$ cat src/rtl/idu_top_pkg.sv
// Shared encodings for the instruction-decode stage: opcodes, field positions,
// ALU/mem/exception codes and the ID/EX payload type.
package idu_top_pkg;

   localparam logic ENABLE_  = 1'b0;
   localparam logic DISABLE_ = 1'b1;

   localparam int unsigned OP_MSB  = 31;
   localparam int unsigned OP_LSB  = 26;
   localparam int unsigned RA_MSB  = 25;
   localparam int unsigned RA_LSB  = 21;
   localparam int unsigned RB_MSB  = 20;
   localparam int unsigned RB_LSB  = 16;
   localparam int unsigned RC_MSB  = 15;
   localparam int unsigned RC_LSB  = 11;
   localparam int unsigned IMM_MSB = 15;
   localparam int unsigned IMM_LSB = 0;

   localparam logic [5:0] OP_ANDR  = 6'h00, OP_ANDI  = 6'h01;
   localparam logic [5:0] OP_ORR   = 6'h02, OP_ORI   = 6'h03;
   localparam logic [5:0] OP_XORR  = 6'h04, OP_XORI  = 6'h05;
   localparam logic [5:0] OP_ADDSR = 6'h06, OP_ADDSI = 6'h07;
   localparam logic [5:0] OP_ADDUR = 6'h08, OP_ADDUI = 6'h09;
   localparam logic [5:0] OP_SUBSR = 6'h0A, OP_SUBUR = 6'h0B;
   localparam logic [5:0] OP_SHRLR = 6'h0C, OP_SHRLI = 6'h0D;
   localparam logic [5:0] OP_SHLLR = 6'h0E, OP_SHLLI = 6'h0F;
   localparam logic [5:0] OP_BE    = 6'h10, OP_BNE   = 6'h11;
   localparam logic [5:0] OP_BSR   = 6'h12, OP_JMP   = 6'h13;
   localparam logic [5:0] OP_LDW   = 6'h14, OP_STW   = 6'h15;
   localparam logic [5:0] OP_TRAP  = 6'h16;

   typedef enum logic [3:0] {
      ALU_NOP  = 4'd0, ALU_AND  = 4'd1, ALU_OR   = 4'd2, ALU_XOR  = 4'd3,
      ALU_ADDS = 4'd4, ALU_ADDU = 4'd5, ALU_SUBS = 4'd6, ALU_SUBU = 4'd7,
      ALU_SHRL = 4'd8, ALU_SHLL = 4'd9
   } alu_op_t;

   typedef enum logic [1:0] {MEM_NOP = 2'd0, MEM_LOAD = 2'd1, MEM_STORE = 2'd2} mem_op_t;

   typedef enum logic [1:0] {EXP_NONE = 2'd0, EXP_ILLEGAL = 2'd1, EXP_TRAP = 2'd2} exp_code_t;

   typedef struct packed {
      alu_op_t     alu_op;
      logic [31:0] in0;
      logic [31:0] in1;
      mem_op_t     mem_op;
      logic [31:0] wr_data;
      logic [4:0]  dst;
      logic        we_;
      exp_code_t   exp_code;
   } idex_t;

   function automatic logic [31:0] sext16(input logic [15:0] v);
      return {{16{v[15]}}, v};
   endfunction

   function automatic alu_op_t alu_of(input logic [5:0] op);
      case (op)
         OP_ANDR,  OP_ANDI:  return ALU_AND;
         OP_ORR,   OP_ORI:   return ALU_OR;
         OP_XORR,  OP_XORI:  return ALU_XOR;
         OP_ADDSR, OP_ADDSI: return ALU_ADDS;
         OP_ADDUR, OP_ADDUI: return ALU_ADDU;
         OP_SUBSR:           return ALU_SUBS;
         OP_SUBUR:           return ALU_SUBU;
         OP_SHRLR, OP_SHRLI: return ALU_SHRL;
         OP_SHLLR, OP_SHLLI: return ALU_SHLL;
         default:            return ALU_NOP;
      endcase
   endfunction

endpackage

$ cat src/rtl/idu_top_if.sv
// Fetch/register-file facing bundle of the decode stage: instruction in,
// GPR read ports, and the branch redirect back to fetch.
interface idu_top_if;
   logic [29:0] if_pc;
   logic [31:0] if_insn;
   logic        if_en;
   logic [4:0]  gpr_rd_addr_0;
   logic [4:0]  gpr_rd_addr_1;
   logic [31:0] gpr_rd_data_0;
   logic [31:0] gpr_rd_data_1;
   logic        br_taken;
   logic [29:0] br_addr;

   modport master (
      output if_pc, if_insn, if_en, gpr_rd_data_0, gpr_rd_data_1,
      input  gpr_rd_addr_0, gpr_rd_addr_1, br_taken, br_addr
   );

   modport slave (
      input  if_pc, if_insn, if_en, gpr_rd_data_0, gpr_rd_data_1,
      output gpr_rd_addr_0, gpr_rd_addr_1, br_taken, br_addr
   );
endinterface

$ cat src/rtl/idu_decoder.sv
// Combinational decode, operand forwarding, branch resolution and load-use
// detection. IDU_FWD_EN selects EX/MEM forwarding; otherwise GPR-only operands.
module idu_decoder
   import idu_top_pkg::*;
#(
   parameter int unsigned DST_LINK = 31
) (
   input  logic [29:0] if_pc,
   input  logic [31:0] if_insn,
   input  logic        if_en,
   input  logic [31:0] gpr_rd_data_0,
   input  logic [31:0] gpr_rd_data_1,
   input  logic        ex_en,
   input  logic        ex_gpr_we_,
   input  logic [4:0]  ex_dst_addr,
   input  logic [1:0]  ex_mem_op,
   input  logic [31:0] ex_fwd_data,
   input  logic        mem_en,
   input  logic        mem_gpr_we_,
   input  logic [4:0]  mem_dst_addr,
   input  logic [31:0] mem_fwd_data,
   output idex_t       dec,
   output logic        br_taken,
   output logic [29:0] br_addr,
   output logic        ld_hazard
);

   logic [5:0]  w_op;
   logic [4:0]  w_ra, w_rb, w_rc;
   logic [15:0] w_imm;
   logic [31:0] w_src0, w_src1;
   logic        w_use_ra, w_use_rb, w_cond;
   logic [29:0] w_target;
   logic        w_ex_wr, w_mem_wr, w_hit_ex, w_hit_mem;

   assign w_op  = if_insn[OP_MSB:OP_LSB];
   assign w_ra  = if_insn[RA_MSB:RA_LSB];
   assign w_rb  = if_insn[RB_MSB:RB_LSB];
   assign w_rc  = if_insn[RC_MSB:RC_LSB];
   assign w_imm = if_insn[IMM_MSB:IMM_LSB];

   assign w_ex_wr  = ex_en  && (ex_gpr_we_  == ENABLE_);
   assign w_mem_wr = mem_en && (mem_gpr_we_ == ENABLE_);

`ifdef IDU_FWD_EN
   always_comb begin
      if (w_ex_wr && ex_dst_addr == w_ra)        w_src0 = ex_fwd_data;
      else if (w_mem_wr && mem_dst_addr == w_ra) w_src0 = mem_fwd_data;
      else                                       w_src0 = gpr_rd_data_0;
      if (w_ex_wr && ex_dst_addr == w_rb)        w_src1 = ex_fwd_data;
      else if (w_mem_wr && mem_dst_addr == w_rb) w_src1 = mem_fwd_data;
      else                                       w_src1 = gpr_rd_data_1;
   end
`else
   logic w_unused;
   assign w_src0   = gpr_rd_data_0;
   assign w_src1   = gpr_rd_data_1;
   assign w_unused = ^{ex_fwd_data, mem_fwd_data, ex_mem_op};
`endif

   always_comb begin
      dec = '{alu_op: ALU_NOP, in0: w_src0, in1: w_src1, mem_op: MEM_NOP,
              wr_data: '0, dst: '0, we_: DISABLE_, exp_code: EXP_NONE};
      w_use_ra = 1'b0;
      w_use_rb = 1'b0;
      w_cond   = 1'b0;
      w_target = if_pc + 30'(sext16(w_imm));
      case (w_op)
         OP_ANDR, OP_ORR, OP_XORR, OP_ADDSR, OP_ADDUR,
         OP_SUBSR, OP_SUBUR, OP_SHRLR, OP_SHLLR: begin
            dec.alu_op = alu_of(w_op);
            dec.dst    = w_rc;
            dec.we_    = ENABLE_;
            w_use_ra   = 1'b1;
            w_use_rb   = 1'b1;
         end
         OP_ANDI, OP_ORI, OP_XORI, OP_ADDSI, OP_ADDUI, OP_SHRLI, OP_SHLLI: begin
            dec.alu_op = alu_of(w_op);
            dec.in1    = (w_op == OP_ADDSI || w_op == OP_ADDUI) ? sext16(w_imm) : {16'h0, w_imm};
            dec.dst    = w_rb;
            dec.we_    = ENABLE_;
            w_use_ra   = 1'b1;
         end
         OP_BE, OP_BNE: begin
            w_use_ra = 1'b1;
            w_use_rb = 1'b1;
            w_cond   = (w_src0 == w_src1) ^ (w_op == OP_BNE);
         end
         OP_BSR: begin
            dec.alu_op = ALU_ADDU;
            dec.in0    = {if_pc, 2'b00};
            dec.in1    = '0;
            dec.dst    = 5'(DST_LINK);
            dec.we_    = ENABLE_;
            w_cond     = 1'b1;
         end
         OP_JMP: begin
            w_use_ra = 1'b1;
            w_cond   = 1'b1;
            w_target = w_src0[31:2];
         end
         OP_LDW, OP_STW: begin
            dec.alu_op = ALU_ADDU;
            dec.in1    = sext16(w_imm);
            w_use_ra   = 1'b1;
            if (w_op == OP_LDW) begin
               dec.mem_op = MEM_LOAD;
               dec.dst    = w_rb;
               dec.we_    = ENABLE_;
            end else begin
               dec.mem_op  = MEM_STORE;
               dec.wr_data = w_src1;
               w_use_rb    = 1'b1;
            end
         end
         OP_TRAP: dec.exp_code = EXP_TRAP;
         default: dec.exp_code = EXP_ILLEGAL;
      endcase
   end

   // Only sources the opcode actually reads can create a hazard.
   assign w_hit_ex  = (w_use_ra && ex_dst_addr == w_ra)  || (w_use_rb && ex_dst_addr == w_rb);
   assign w_hit_mem = (w_use_ra && mem_dst_addr == w_ra) || (w_use_rb && mem_dst_addr == w_rb);

`ifdef IDU_FWD_EN
   assign ld_hazard = if_en && w_ex_wr && (ex_mem_op == MEM_LOAD) && w_hit_ex;
`else
   assign ld_hazard = if_en && ((w_ex_wr && w_hit_ex) || (w_mem_wr && w_hit_mem));
`endif

   assign br_taken = if_en && !ld_hazard && w_cond;
   assign br_addr  = br_taken ? w_target : '0;

endmodule

$ cat src/rtl/idu_top.sv
// Decode stage top: idu_decoder plus the ID/EX pipeline register with
// reset > flush > stall > load-use bubble priority. Optional macro: IDU_FWD_EN.
module idu_top
   import idu_top_pkg::*;
#(
   parameter int unsigned DST_LINK = 31
) (
   input  logic        clk,
   input  logic        reset,
   input  logic        stall,
   input  logic        flush,
   idu_top_if.slave    fe,
   input  logic        ex_en,
   input  logic        ex_gpr_we_,
   input  logic [4:0]  ex_dst_addr,
   input  logic [1:0]  ex_mem_op,
   input  logic [31:0] ex_fwd_data,
   input  logic        mem_en,
   input  logic        mem_gpr_we_,
   input  logic [4:0]  mem_dst_addr,
   input  logic [31:0] mem_fwd_data,
   output logic        ld_hazard,
   output logic [29:0] id_pc,
   output logic        id_en,
   output logic [3:0]  id_alu_op,
   output logic [31:0] id_alu_in_0,
   output logic [31:0] id_alu_in_1,
   output logic [1:0]  id_mem_op,
   output logic [31:0] id_mem_wr_data,
   output logic [4:0]  id_dst_addr,
   output logic        id_gpr_we_,
   output logic [1:0]  id_exp_code
);

   localparam idex_t BUBBLE = '{alu_op: ALU_NOP, in0: '0, in1: '0, mem_op: MEM_NOP,
                                wr_data: '0, dst: '0, we_: DISABLE_, exp_code: EXP_NONE};

   idex_t       w_dec;
   logic        w_hz;
   logic [29:0] r_pc;
   logic        r_en;
   idex_t       r_idex;

   assign fe.gpr_rd_addr_0 = fe.if_insn[RA_MSB:RA_LSB];
   assign fe.gpr_rd_addr_1 = fe.if_insn[RB_MSB:RB_LSB];

   idu_decoder #(.DST_LINK(DST_LINK)) u_dec (
      .if_pc         (fe.if_pc),
      .if_insn       (fe.if_insn),
      .if_en         (fe.if_en),
      .gpr_rd_data_0 (fe.gpr_rd_data_0),
      .gpr_rd_data_1 (fe.gpr_rd_data_1),
      .ex_en         (ex_en),
      .ex_gpr_we_    (ex_gpr_we_),
      .ex_dst_addr   (ex_dst_addr),
      .ex_mem_op     (ex_mem_op),
      .ex_fwd_data   (ex_fwd_data),
      .mem_en        (mem_en),
      .mem_gpr_we_   (mem_gpr_we_),
      .mem_dst_addr  (mem_dst_addr),
      .mem_fwd_data  (mem_fwd_data),
      .dec           (w_dec),
      .br_taken      (fe.br_taken),
      .br_addr       (fe.br_addr),
      .ld_hazard     (w_hz)
   );

   assign ld_hazard = w_hz;

   // A stalled hazard holds; the bubble is only inserted once the stall drops.
   always_ff @(posedge clk) begin
      if (!reset || flush || (!stall && w_hz)) begin
         r_pc   <= '0;
         r_en   <= 1'b0;
         r_idex <= BUBBLE;
      end else if (!stall) begin
         r_pc   <= fe.if_pc;
         r_en   <= fe.if_en;
         r_idex <= fe.if_en ? w_dec : BUBBLE;
      end
   end

   assign id_pc          = r_pc;
   assign id_en          = r_en;
   assign id_alu_op      = r_idex.alu_op;
   assign id_alu_in_0    = r_idex.in0;
   assign id_alu_in_1    = r_idex.in1;
   assign id_mem_op      = r_idex.mem_op;
   assign id_mem_wr_data = r_idex.wr_data;
   assign id_dst_addr    = r_idex.dst;
   assign id_gpr_we_     = r_idex.we_;
   assign id_exp_code    = r_idex.exp_code;

endmodule

$ cat src/flat_wrapper.sv
// flat-port wrapper written by rule: the top's interface ports become plain ports
module idu_top_flat import idu_top_pkg::*;
#(
   parameter int unsigned DST_LINK = 31
)
  (clk, reset, stall, flush, ex_en, ex_gpr_we_, ex_dst_addr, ex_mem_op, ex_fwd_data, mem_en, mem_gpr_we_, mem_dst_addr, mem_fwd_data, ld_hazard, id_pc, id_en, id_alu_op, id_alu_in_0, id_alu_in_1, id_mem_op, id_mem_wr_data, id_dst_addr, id_gpr_we_, id_exp_code, fe_if_pc, fe_if_insn, fe_if_en, fe_gpr_rd_data_0, fe_gpr_rd_data_1, fe_gpr_rd_addr_0, fe_gpr_rd_addr_1, fe_br_taken, fe_br_addr);
  idu_top_if fe_i ();
  input  logic clk;
  input  logic reset;
  input  logic stall;
  input  logic flush;
  input  logic ex_en;
  input  logic ex_gpr_we_;
  input  logic [4:0] ex_dst_addr;
  input  logic [1:0] ex_mem_op;
  input  logic [31:0] ex_fwd_data;
  input  logic mem_en;
  input  logic mem_gpr_we_;
  input  logic [4:0] mem_dst_addr;
  input  logic [31:0] mem_fwd_data;
  output logic ld_hazard;
  output logic [29:0] id_pc;
  output logic id_en;
  output logic [3:0] id_alu_op;
  output logic [31:0] id_alu_in_0;
  output logic [31:0] id_alu_in_1;
  output logic [1:0] id_mem_op;
  output logic [31:0] id_mem_wr_data;
  output logic [4:0] id_dst_addr;
  output logic id_gpr_we_;
  output logic [1:0] id_exp_code;
  input wire logic [$bits(fe_i.if_pc)-1:0] fe_if_pc;
  input wire logic [$bits(fe_i.if_insn)-1:0] fe_if_insn;
  input wire logic [$bits(fe_i.if_en)-1:0] fe_if_en;
  input wire logic [$bits(fe_i.gpr_rd_data_0)-1:0] fe_gpr_rd_data_0;
  input wire logic [$bits(fe_i.gpr_rd_data_1)-1:0] fe_gpr_rd_data_1;
  output wire logic [$bits(fe_i.gpr_rd_addr_0)-1:0] fe_gpr_rd_addr_0;
  output wire logic [$bits(fe_i.gpr_rd_addr_1)-1:0] fe_gpr_rd_addr_1;
  output wire logic [$bits(fe_i.br_taken)-1:0] fe_br_taken;
  output wire logic [$bits(fe_i.br_addr)-1:0] fe_br_addr;
  assign fe_i.if_pc = fe_if_pc;
  assign fe_i.if_insn = fe_if_insn;
  assign fe_i.if_en = fe_if_en;
  assign fe_i.gpr_rd_data_0 = fe_gpr_rd_data_0;
  assign fe_i.gpr_rd_data_1 = fe_gpr_rd_data_1;
  assign fe_gpr_rd_addr_0 = fe_i.gpr_rd_addr_0;
  assign fe_gpr_rd_addr_1 = fe_i.gpr_rd_addr_1;
  assign fe_br_taken = fe_i.br_taken;
  assign fe_br_addr = fe_i.br_addr;
  idu_top #(.DST_LINK(DST_LINK)) u_core (.clk(clk), .reset(reset), .stall(stall), .flush(flush), .fe(fe_i), .ex_en(ex_en), .ex_gpr_we_(ex_gpr_we_), .ex_dst_addr(ex_dst_addr), .ex_mem_op(ex_mem_op), .ex_fwd_data(ex_fwd_data), .mem_en(mem_en), .mem_gpr_we_(mem_gpr_we_), .mem_dst_addr(mem_dst_addr), .mem_fwd_data(mem_fwd_data), .ld_hazard(ld_hazard), .id_pc(id_pc), .id_en(id_en), .id_alu_op(id_alu_op), .id_alu_in_0(id_alu_in_0), .id_alu_in_1(id_alu_in_1), .id_mem_op(id_mem_op), .id_mem_wr_data(id_mem_wr_data), .id_dst_addr(id_dst_addr), .id_gpr_we_(id_gpr_we_), .id_exp_code(id_exp_code));
endmodule
$ cat config.mk
export PLATFORM = sky130hd
export DESIGN_NAME = idu_top_flat
export DESIGN_NICKNAME = d
export VERILOG_FILES = /design/src/rtl/idu_top_pkg.sv /design/src/rtl/idu_top_if.sv /design/src/rtl/idu_decoder.sv /design/src/rtl/idu_top.sv /design/src/flat_wrapper.sv
export SDC_FILE = /design/constraint.sdc
export NUM_CORES = 1
export LEC_CHECK = 0
export ABC_AREA = 0
export ABC_CLOCK_PERIOD_IN_PS = 4700
export BUFFER_PORTS_ARGS = -buffer_cell sky130_fd_sc_hd__buf_4
export CORE_AREA = 2 2 153 155
export DETAILED_ROUTE_END_ITERATION = 7
export DIE_AREA = 0 0 155 157
export PLACE_DENSITY_LB_ADDON = 0.2
export SLEW_MARGIN = 40
export SYNTH_ARGS = -nofsm -noshare
export SYNTH_HDL_FRONTEND = slang
export SYNTH_SLANG_ARGS = --single-unit
$ cat constraint.sdc
create_clock -name clk -period 4.7 [get_ports clk]
set_input_delay 0.94 -clock clk [delete_from_list [all_inputs] [get_ports clk]]
set_output_delay 0.94 -clock clk [all_outputs]
set_load 0.005 [all_outputs]
==> out/results.txt, run 1 <==
Syn Nets - 1308
fillers - 2237
multi-input logic area - 0.005074 mm2
setup violators final - 0
DPL Wire Length - 24880 um
Post-Place Cell Area - 0.01089 mm2
Iteration-0 DRC Markers - 618
# IOs - 394
initial antenna violation count - 0
DRC - 0
H-tree Lvls - 4
cts hold-fix bufs - 0
CTS tree - done
Final Slew Violations - 0
wl on met1 - 14170 um
Crit Path Class - input port to output port
WL/cell - 20.17 um
ANT cells - 0
postcts setup bufs - 0
vias in the first global route - 8363
min-delay worst type - flop to flop
leakage power - 5.115 nW
fin crit share - 95.74%
CP required - 3.76 ns
routed length on met3 - 2788 um
relative slew slack - 45.69%
core area - 0.02250 mm2
commonest non-fill, non-tap cells in the layout - buf_4 (339), nor2_1 (155), nand2_1 (142), dfxtp_1 (141), a21oi_1 (133)
largest net degree at the start of global routing - 142
crit-path cells - buf_4 -> ha_1 -> fa_1 -> a21o_1 -> a31o_1 -> o2111ai_2 -> a21oi_2 -> or4b_1 -> o2111ai_2 -> mux2i_1 -> a21oi_2 -> buf_4
number of synthesized flops with an enable pin - 0
total of max-cap violations - 0
Vias/cell - 5.494
clock slew at reported path FFs - 0.07 ns
synthesized flop and latch total - 141
Avg Synthesized Cell Area - 7.809 um2
starting density of the core - 36.96%
WHS - 0.4647 ns
clk sink count - 141
Slowest-stage cell, CP - or4b_1
Critical Path Sink Type - output port
grt total ovfl - 0
full die area - 0.02434 mm2
top sig layer - met4
drt pass-1 iters - 6
Sum Neg Setup Slack - 0 ns
Routability Congestion - 0.8952
clk buf depth - 2
global-route wire length before repair - 48960 um
synthesis-to-layout area growth - 38.00%
Synth Instances - 1065
row count - 55
RSZ-0062 raised after global routing - no
total CTS buffers - 17
pwr dens - 287.5 mW/mm2
Clock Latency Late Sink - 0.42 ns
CP Data Arrival Time - 3.56 ns
delay of the slowest critical-path stage - 0.53 ns
Antenna Violating Nets Remaining - 0
Clock Skews - 0 ns
ratio of cells with drive above 1 in the final layout - 29.01%
gr usage total - 26.19%
peak supply drop - 228.5 uV
number of port buffers - 327
die height - 157 um
Final min period - 4.500 ns
outcome - finished clean
layout net count - 1588
FF/Latch Area - 0.002823 mm2
Finished Cell Area - 0.01148 mm2
Synth cell types - 67
root buffer cell - clkbuf_16
Fmax - 222.2 MHz
most common cell after layout, fill and taps aside - buf_4
Top delay family on crit path - compound AO/OA/AOI/OAI gates
total number of vias - 9026
Horiz. Die Dim - 155 um
prevailing post-synth register cell - dfxtp_1
CP startpoint kind - input port
Tightest Pin Transition - 0.8123 ns
sequential area share after synthesis - 33.94%
Post-Syn Area - 0.008317 mm2
total routed wirelength - 33130 um
worst path bufs/invs - 2
top fanout value on the critical path - 3
Yosys warnings - 0
hold violation total from the final report - 0
Synth async-reset ratio - 0%
post-CTS sizing - 0
Design Power - 3.300 mW
routed wl met2 - 15310 um
[registers in the layout, indices dropped and copies added, names as in the netlist]
name                   flops
u_core.id_mem_wr_data     32
u_core.id_gpr_we_          1
u_core.id_mem_op           2
u_core.id_alu_in_1        32
u_core.id_alu_in_0        32
u_core.id_en               1
u_core.id_exp_code         2
u_core.id_alu_op           4
u_core.id_pc              30
u_core.id_dst_addr         5
[Yosys cell counts (4+ instances only)]
cell type / instances / area, um2
clkbuf_1: 45 / 168.9
a31oi_1: 7 / 43.79
buf_4: 10 / 75.07
a22oi_1: 39 / 292.8
dfxtp_1: 141 / 2823
a21oi_2: 7 / 61.31
a21o_1: 13 / 97.59
nand4_1: 6 / 37.54
mux2i_1: 37 / 370.4
a211o_1: 4 / 35.03
nor2_1: 155 / 581.8
nor4_1: 10 / 62.56
nand3_1: 21 / 105.1
a222oi_1: 16 / 160.2
o21a_1: 4 / 30.03
a32oi_1: 6 / 52.55
nand2_1: 142 / 533.0
o211ai_1: 7 / 52.55
xnor2_1: 21 / 183.9
a211oi_1: 4 / 30.03
xor2_1: 49 / 429.2
a21oi_1: 133 / 665.6
inv_1: 12 / 45.04
nor3_1: 6 / 30.03
ha_1: 31 / 387.9
o21ai_1: 16 / 80.08
nand2b_1: 5 / 31.28
buf_2: 24 / 120.1
a221o_1: 5 / 50.05
and3_1: 7 / 43.79
nor2b_1: 7 / 43.79
o21ai_0: 24 / 120.1
[final cells by class]
type | count | share of cell area [%]
sequential | 141 | 24.59
timing repair buffer | 342 | 22.54
inverter | 13 | 0.4252
clock inverter | 15 | 1.417
multi-input combinational | 830 | 44.21
clock buffer | 17 | 3.707
tap | 285 | 3.107
[worst reg2reg max path: stages, from the launching register on]
cell	delay, ns
dfxtp_1	0.33
a222oi_1	0.36
nor2_1	0.07
[routing by layer]
layer,vias up,global-route usage (%)
met1,4227,34.51
met5,-,0
met4,0,9.921
li1,4345,-
met3,38,5.369
met2,416,42.33
[cells by family (layout without fill, tap and decap cells)]
group                      Yosys count  count (layout)  synth area share [%]
xor gates and xnor gates            70              70                 7.372
and+or+nand+nor                    379             379                 19.66
buffers and inverters               94             387                 5.055
DFF                                141             141                 33.94
AOI/OAI and AO/OA                  309             309                 24.21
muxes                               40              40                 4.859
adders and majority gates           32              32                 4.904
[where the power goes]
part | switching, mW | leakage [nW] | internal (mW)
clock network | 0.633 | 0.291 | 0.760
registers | 0.0112 | 1.14 | 1.22
logic | 0.385 | 3.68 | 0.294
total | 1.03 | 5.11 | 2.27
[stage by stage]
stage | worst slack, ns | utilization [%] | std cells
6_report | 0.2003 | 51.00 | 1643
5_1_grt | 0.08903 | 51.00 | 1643
4_1_cts | 0.1922 | 51.00 | 1643
3_5_place_dp | 0.1948 | 48.39 | 1611
3_3_place_gp | 0.2487 | 48.37 | 1611
2_1_floorplan | 0.6844 | - | 1065
[worst paths after layout]
path                                        from                                   to  slack (ns)  cells after the start
min reg2reg  u_core.id_alu_in_1[16]$_SDFFE_PP0N_  u_core.id_alu_in_1[16]$_SDFFE_PP0N_        0.46                      2
max reg2reg  u_core.id_alu_in_1[10]$_SDFFE_PP0N_  u_core.id_alu_in_1[10]$_SDFFE_PP0N_        3.82                      2
max                                fe_if_insn[0]                       fe_br_addr[28]        0.20                     12
min          u_core.id_alu_in_1[16]$_SDFFE_PP0N_  u_core.id_alu_in_1[16]$_SDFFE_PP0N_        0.46                      2
Note: power is estimated with default switching activity, not from simulation.
==> inputs of run 2 (changes only) <==
--- a/config.mk
+++ b/config.mk
@@ -7,7 +7,7 @@
 export LEC_CHECK = 0
 export ABC_AREA = 0
 export ABC_CLOCK_PERIOD_IN_PS = 4700
-export BUFFER_PORTS_ARGS = -buffer_cell sky130_fd_sc_hd__buf_4
+export BUFFER_PORTS_ARGS = -buffer_cell sky130_fd_sc_hd__buf_2
 export CORE_AREA = 2 2 153 155
 export DETAILED_ROUTE_END_ITERATION = 7
 export DIE_AREA = 0 0 155 157
==> run 2 against run 1 <==
Against the previous run:
- global-route usage decreased by 0.23 points
- sequential share of layout area rose by 1.7 points
- design area decreased by 6.5%
- sequential cell count did not move
- non-clock buffer count is 3 higher
- via count grew 0.47%
- critical path depth did not move
- clock power hardly changed
- critical endpoint unchanged
==> out/results.txt, run 2 (same netlist as run 1, synthesis figures left out) <==
outcome - finished clean
Sum Neg Setup Slack - 0 ns (unchanged)
relative slew slack - 49.30% (+3.6 points)
number of port buffers - 327 (unchanged)
peak supply drop - 231.4 uV (+1.3%)
Iteration-0 DRC Markers - 772 (+25%)
min-delay worst type - flop to flop
post-CTS sizing - 0 (unchanged)
RSZ-0062 raised after global routing - no
leakage power - 5.020 nW (-1.9%)
Final min period - 4.507 ns (+0.006844 ns)
global-route wire length before repair - 48470 um (-1.0%)
starting density of the core - 36.96% (unchanged)
delay of the slowest critical-path stage - 0.53 ns (about the same)
grt total ovfl - 0 (unchanged)
Horiz. Die Dim - 155 um (unchanged)
DPL Wire Length - 24870 um (about the same)
Layout Cells excl Fill - 1647 (+0.24%)
ratio of cells with drive above 1 in the final layout - 29.39% (+0.38 points)
pwr dens - 303.6 mW/mm2 (+5.6%)
setup violators final - 0 (unchanged)
cts hold-fix bufs - 0 (unchanged)
most common cell after layout, fill and taps aside - buf_2
core area - 0.02250 mm2 (unchanged)
hold violation total from the final report - 0 (unchanged)
crit-path cells - buf_2 -> ha_1 -> fa_1 -> a21o_1 -> a31o_1 -> o2111ai_2 -> a21oi_2 -> or4b_1 -> o2111ai_2 -> mux2i_1 -> a21oi_2 -> buf_2
Fmax - 221.9 MHz (-0.15%)
total number of vias - 9068 (+0.47%)
Antenna Violating Nets Remaining - 0 (unchanged)
Routability Congestion - 0.9153 (+2.2%)
Clock Latency Late Sink - 0.43 ns (about the same)
Inst Count DP - 1614 (+0.19%)
Setup WS pre-CTS - 0.1948 ns (-0.00008200 ns)
H-tree Lvls - 4 (unchanged)
die height - 157 um (unchanged)
total of max-cap violations - 0 (unchanged)
Top delay family on crit path - compound AO/OA/AOI/OAI gates
worst setup margin - 0.1935 ns (-0.006844 ns)
clk buf depth - 2 (unchanged)
full die area - 0.02434 mm2 (unchanged)
synthesis-to-layout area growth - 28.98%
vias in the first global route - 8239 (-1.5%)
Tightest Pin Transition - 0.7605 ns (-0.05187 ns)
Vias/cell - 5.506 (+0.22%)
gr usage total - 25.96% (-0.23 points)
postcts setup bufs - 0 (unchanged)
clock slew at reported path FFs - 0.07 ns (about the same)
top fanout value on the critical path - 3 (unchanged)
initial antenna violation count - 2 (+2)
CTS tree - done
Critical Path Sink Type - output port
Crit Path Class - input port to output port
drt pass-1 iters - 7 (+1)
total routed wirelength - 33110 um (about the same)
Clock Skews - 0 ns (unchanged)
# IOs - 394 (unchanged)
largest net degree at the start of global routing - 85 (-40%)
WL/cell - 20.10 um (-0.31%)
layout net count - 1591 (+0.19%)
Slowest-stage cell, CP - or4b_1
fin crit share - 95.88% (+0.15 points)
Final Slew Violations - 0 (unchanged)
DRC - 0 (unchanged)
CP startpoint kind - input port
row count - 55 (unchanged)
root buffer cell - clkbuf_16
worst path bufs/invs - 2 (unchanged)
commonest non-fill, non-tap cells in the layout - buf_2 (326), nor2_1 (155), nand2_1 (142), dfxtp_1 (141), a21oi_1 (133)
clk sink count - 141 (unchanged)
CP required - 3.76 ns (about the same)
CP Data Arrival Time - 3.57 ns (about the same)
total CTS buffers - 17 (unchanged)
==> run 2: cell types whose count changed in the layout (fill, tap and decap cells not counted), moves of 2 or more <==
cell	before	now
and3_2	0	2
buf_2	0	326
and3_1	7	5
buf_4	339	14
buf_12	1	3
clkinv_8	0	2
inv_8	6	3
==> run 2: cell type report <==
class                   instances  area [um2]
fillers                      2295       11780
multi-input cells             830        5081
clock buffers                  17       425.4
diodes                          1       2.502
inverters                      13       48.80
well taps                     285       356.6
repair buffers                345        1819
flip-flops and latches        141        2823
clock inverters                15       170.2
==> run 2: final timing paths <==
path | from | to | slack [ns] | cells after the start
worst max-delay path | fe_if_insn[0] | fe_br_addr[28] | 0.19 | 12
worst min-delay path | u_core.id_alu_in_1[22]$_SDFFE_PP0N_ | u_core.id_alu_in_1[22]$_SDFFE_PP0N_ | 0.46 | 2
worst max register to register | u_core.id_alu_in_1[11]$_SDFFE_PP0N_ | u_core.id_alu_in_1[11]$_SDFFE_PP0N_ | 3.83 | 2
worst min register to register | u_core.id_alu_in_1[22]$_SDFFE_PP0N_ | u_core.id_alu_in_1[22]$_SDFFE_PP0N_ | 0.46 | 2
==> run 2: power breakdown <==
part | total [mW] | internal (mW) | switching (mW) | leakage, nW
registers | 1.23 | 1.22 | 0.0103 | 1.14
logic | 0.636 | 0.249 | 0.387 | 3.59
clock network | 1.39 | 0.758 | 0.636 | 0.291
==> run 2: metal layers <==
layer  share of wire [%]  track usage [%]  up-vias  routed length [um]
li1                    -                -     4346                   -
met1                  44            34.18     4259               14530
met2                  45            41.02      415               14960
met3                 8.3            7.131       46                2746
met4                 2.6            8.951        2                 862
met5               0.039                0        -                  13
==> run 2: tightest hold or removal path, stage by stage, from the launching register on <==
cell and delay (ns):
dfxtp_1 0.31, nand2_1 0.06, a21oi_1 0.05
==> run 2: through the flow <==
step / instance area, um2 / util, % / hold slack (ns) / power, mW
5_1_grt: 10720 / 47.66 / 0.4791 / 3.391
3_5_place_dp: 10120 / 44.98 / 0.4505 / 1.880
2_1_floorplan: 8317 / - / 0.4575 / 1.636
3_3_place_gp: 10120 / 44.96 / 0.4474 / 1.877
4_1_cts: 10720 / 47.62 / 0.4600 / 3.276
6_report: 10730 / 47.67 / 0.4589 / 3.256
==> inputs of run 3 (changes only) <==
--- a/config.mk
+++ b/config.mk
@@ -8,9 +8,10 @@
 export ABC_AREA = 0
 export ABC_CLOCK_PERIOD_IN_PS = 4700
 export BUFFER_PORTS_ARGS = -buffer_cell sky130_fd_sc_hd__buf_2
-export CORE_AREA = 2 2 153 155
+export CORE_AREA = 2 2 155 157
+export CTS_BUF_LIST = sky130_fd_sc_hd__clkbuf_8
 export DETAILED_ROUTE_END_ITERATION = 7
-export DIE_AREA = 0 0 155 157
+export DIE_AREA = 0 0 157 159
 export PLACE_DENSITY_LB_ADDON = 0.2
 export SLEW_MARGIN = 40
 export SYNTH_ARGS = -nofsm -noshare
==> run 3 against run 2 <==
Against the previous run:
- non-clock buffer count fell by 2
- clock-buffer cell count did not move
- sequential share of layout area rose by 0.47 points
- die area rose by 2.6%
- register-to-register slack barely moved
- worst hold slack improved by 0.0041 ns
- design area fell by 1.7%
- critical path depth did not move
- clock power fell by 28%
- setup slack improved by 0.033 ns
- critical endpoint unchanged
- largest cell class unchanged
==> out/results.txt, run 3 (same netlist as run 1, synthesis figures left out) <==
outcome - finished clean
total of max-cap violations - 0 (unchanged)
vias in the first global route - 8430 (+2.3%)
CTS tree - done
DPL Wire Length - 24730 um (-0.54%)
Horiz. Die Dim - 157 um (+1.3%)
pwr dens - 271.6 mW/mm2 (-11%)
core area - 0.02319 mm2 (+3.1%)
clk buf depth - 2 (unchanged)
fin crit share - 95.19% (-0.70 points)
initial antenna violation count - 3 (+1)
synthesis-to-layout area growth - 26.73%
total number of vias - 8979 (-0.98%)
Slowest-stage cell, CP - or4b_1
cts hold-fix bufs - 0 (unchanged)
setup violators final - 0 (unchanged)
fillers - 2411 (+5.1%)
CP Data Arrival Time - 3.53 ns (-0.04 ns)
multi-input logic area - 0.005077 mm2 (about the same)
relative slew slack - 50.05% (+0.74 points)
Sum Neg Setup Slack - 0 ns (unchanged)
RSZ-0062 raised after global routing - no
leakage power - 4.914 nW (-2.1%)
most common cell after layout, fill and taps aside - buf_2
Routability Congestion - 0.8783 (-4.0%)
commonest non-fill, non-tap cells in the layout - buf_2 (326), nor2_1 (155), nand2_1 (141), dfxtp_1 (141), a21oi_1 (133)
Final min period - 4.474 ns (-0.03270 ns)
die height - 159 um (+1.3%)
postcts setup bufs - 0 (unchanged)
clock slew at reported path FFs - 0.09 ns (+0.02 ns)
WHS - 0.4631 ns (+0.004125 ns)
clk sink count - 141 (unchanged)
# IOs - 394 (unchanged)
largest net degree at the start of global routing - 93 (+9.4%)
number of port buffers - 327 (unchanged)
Critical Path Sink Type - output port
Crit Path Class - input port to output port
layout net count - 1589 (-0.13%)
delay of the slowest critical-path stage - 0.53 ns (about the same)
H-tree Lvls - 4 (unchanged)
total routed wirelength - 33040 um (-0.22%)
global-route wire length before repair - 49400 um (+1.9%)
peak supply drop - 145.0 uV (-37%)
top fanout value on the critical path - 3 (unchanged)
CP startpoint kind - input port
crit-path cells - buf_2 -> ha_1 -> fa_1 -> a21o_1 -> a31o_1 -> o2111ai_2 -> a21oi_2 -> or4b_1 -> o2111ai_2 -> mux2i_1 -> a21oi_2 -> buf_2
WL/cell - 19.68 um (-2.1%)
CP required - 3.76 ns (about the same)
DRC - 0 (unchanged)
Vias/cell - 5.348 (-2.9%)
Fmax - 223.5 MHz (+0.73%)
row count - 56 (+1.8%)
gr usage total - 25.70% (-0.26 points)
FF/Latch Area - 0.002823 mm2 (unchanged)
hold violation total from the final report - 0 (unchanged)
starting density of the core - 35.86% (-1.1 points)
ratio of cells with drive above 1 in the final layout - 29.14% (-0.25 points)
Clock Latency Late Sink - 0.46 ns (+0.03 ns)
Final Slew Violations - 0 (unchanged)
Iteration-0 DRC Markers - 709 (-8.2%)
full die area - 0.02496 mm2 (+2.6%)
grt total ovfl - 0 (unchanged)
drt pass-1 iters - 7 (unchanged)
Post-Place Cell Area - 0.01015 mm2 (+0.27%)
Antenna Violating Nets Remaining - 0 (unchanged)
min-delay worst type - flop to flop
Finished Cell Area - 0.01054 mm2 (-1.7%)
root buffer cell - clkbuf_8
total CTS buffers - 17 (unchanged)
post-CTS sizing - 0 (unchanged)
Clock Skews - 0 ns (unchanged)
Tightest Pin Transition - 0.7493 ns (-0.01117 ns)
==> run 3: worst paths after layout <==
path | startpoint | to | slack (ns) | depth (start not counted)
max | fe_if_insn[0] | fe_br_addr[28] | 0.23 | 12
min | u_core.id_alu_in_1[20]$_SDFFE_PP0N_ | u_core.id_alu_in_1[20]$_SDFFE_PP0N_ | 0.46 | 2
max reg2reg | u_core.id_alu_in_1[13]$_SDFFE_PP0N_ | u_core.id_alu_in_1[13]$_SDFFE_PP0N_ | 3.84 | 2
min reg2reg | u_core.id_alu_in_1[20]$_SDFFE_PP0N_ | u_core.id_alu_in_1[20]$_SDFFE_PP0N_ | 0.46 | 2
==> run 3: layout make-up <==
cell class,count,share of cell area [%]
Tap cell,319,3.787
Timing Repair Buffer,343,17.12
Sequential cell,141,26.78
Multi-Input combinational cell,830,48.17
Inverter,13,0.4630
Clock inverter,15,1.436
Clock buffer,17,2.220
Antenna cell,1,0.02374
==> run 3: power by group <==
group          internal, mW  switching [mW]  leakage (nW)
Clock                 0.438           0.567         0.192
Combinational         0.248           0.385          3.58
Sequential             1.22          0.0105          1.14
Total                  1.90           0.962          4.91
==> run 3: critical path: cells and delay by family <==
kind	cells	cell delay (ns)
buffers and inverters	2	0.26
adder cells (fa/ha/maj)	2	0.66
AO/OA/AOI/OAI	6	0.90
multiplexers	1	0.24
AND/OR/NAND/NOR	1	0.53
==> run 3: per-stage QoR <==
| stage | total power, mW | std cells | worst slack (ns) | utilization (%) |
|---|---|---|---|---|
| after floorplan | 1.636 | 1065 | 0.6844 | - |
| after global placement | 1.877 | 1646 | 0.2154 | 43.74 |
| after detailed placement | 1.881 | 1646 | 0.2003 | 43.76 |
| after CTS | 2.888 | 1678 | 0.1977 | 45.42 |
| after global routing | 3.010 | 1679 | 0.1150 | 45.45 |
| final | 2.863 | 1679 | 0.2262 | 45.45 |
==> run 3: layer usage <==
layer  vias up  global-route usage (%)  share of wire (%)
met3        36                   7.050                8.6
met5         -                       0              0.073
met1      4230                   34.05                 44
met4         4                   6.881                1.9
met2       358                   41.09                 45
li1       4351                       -                  -
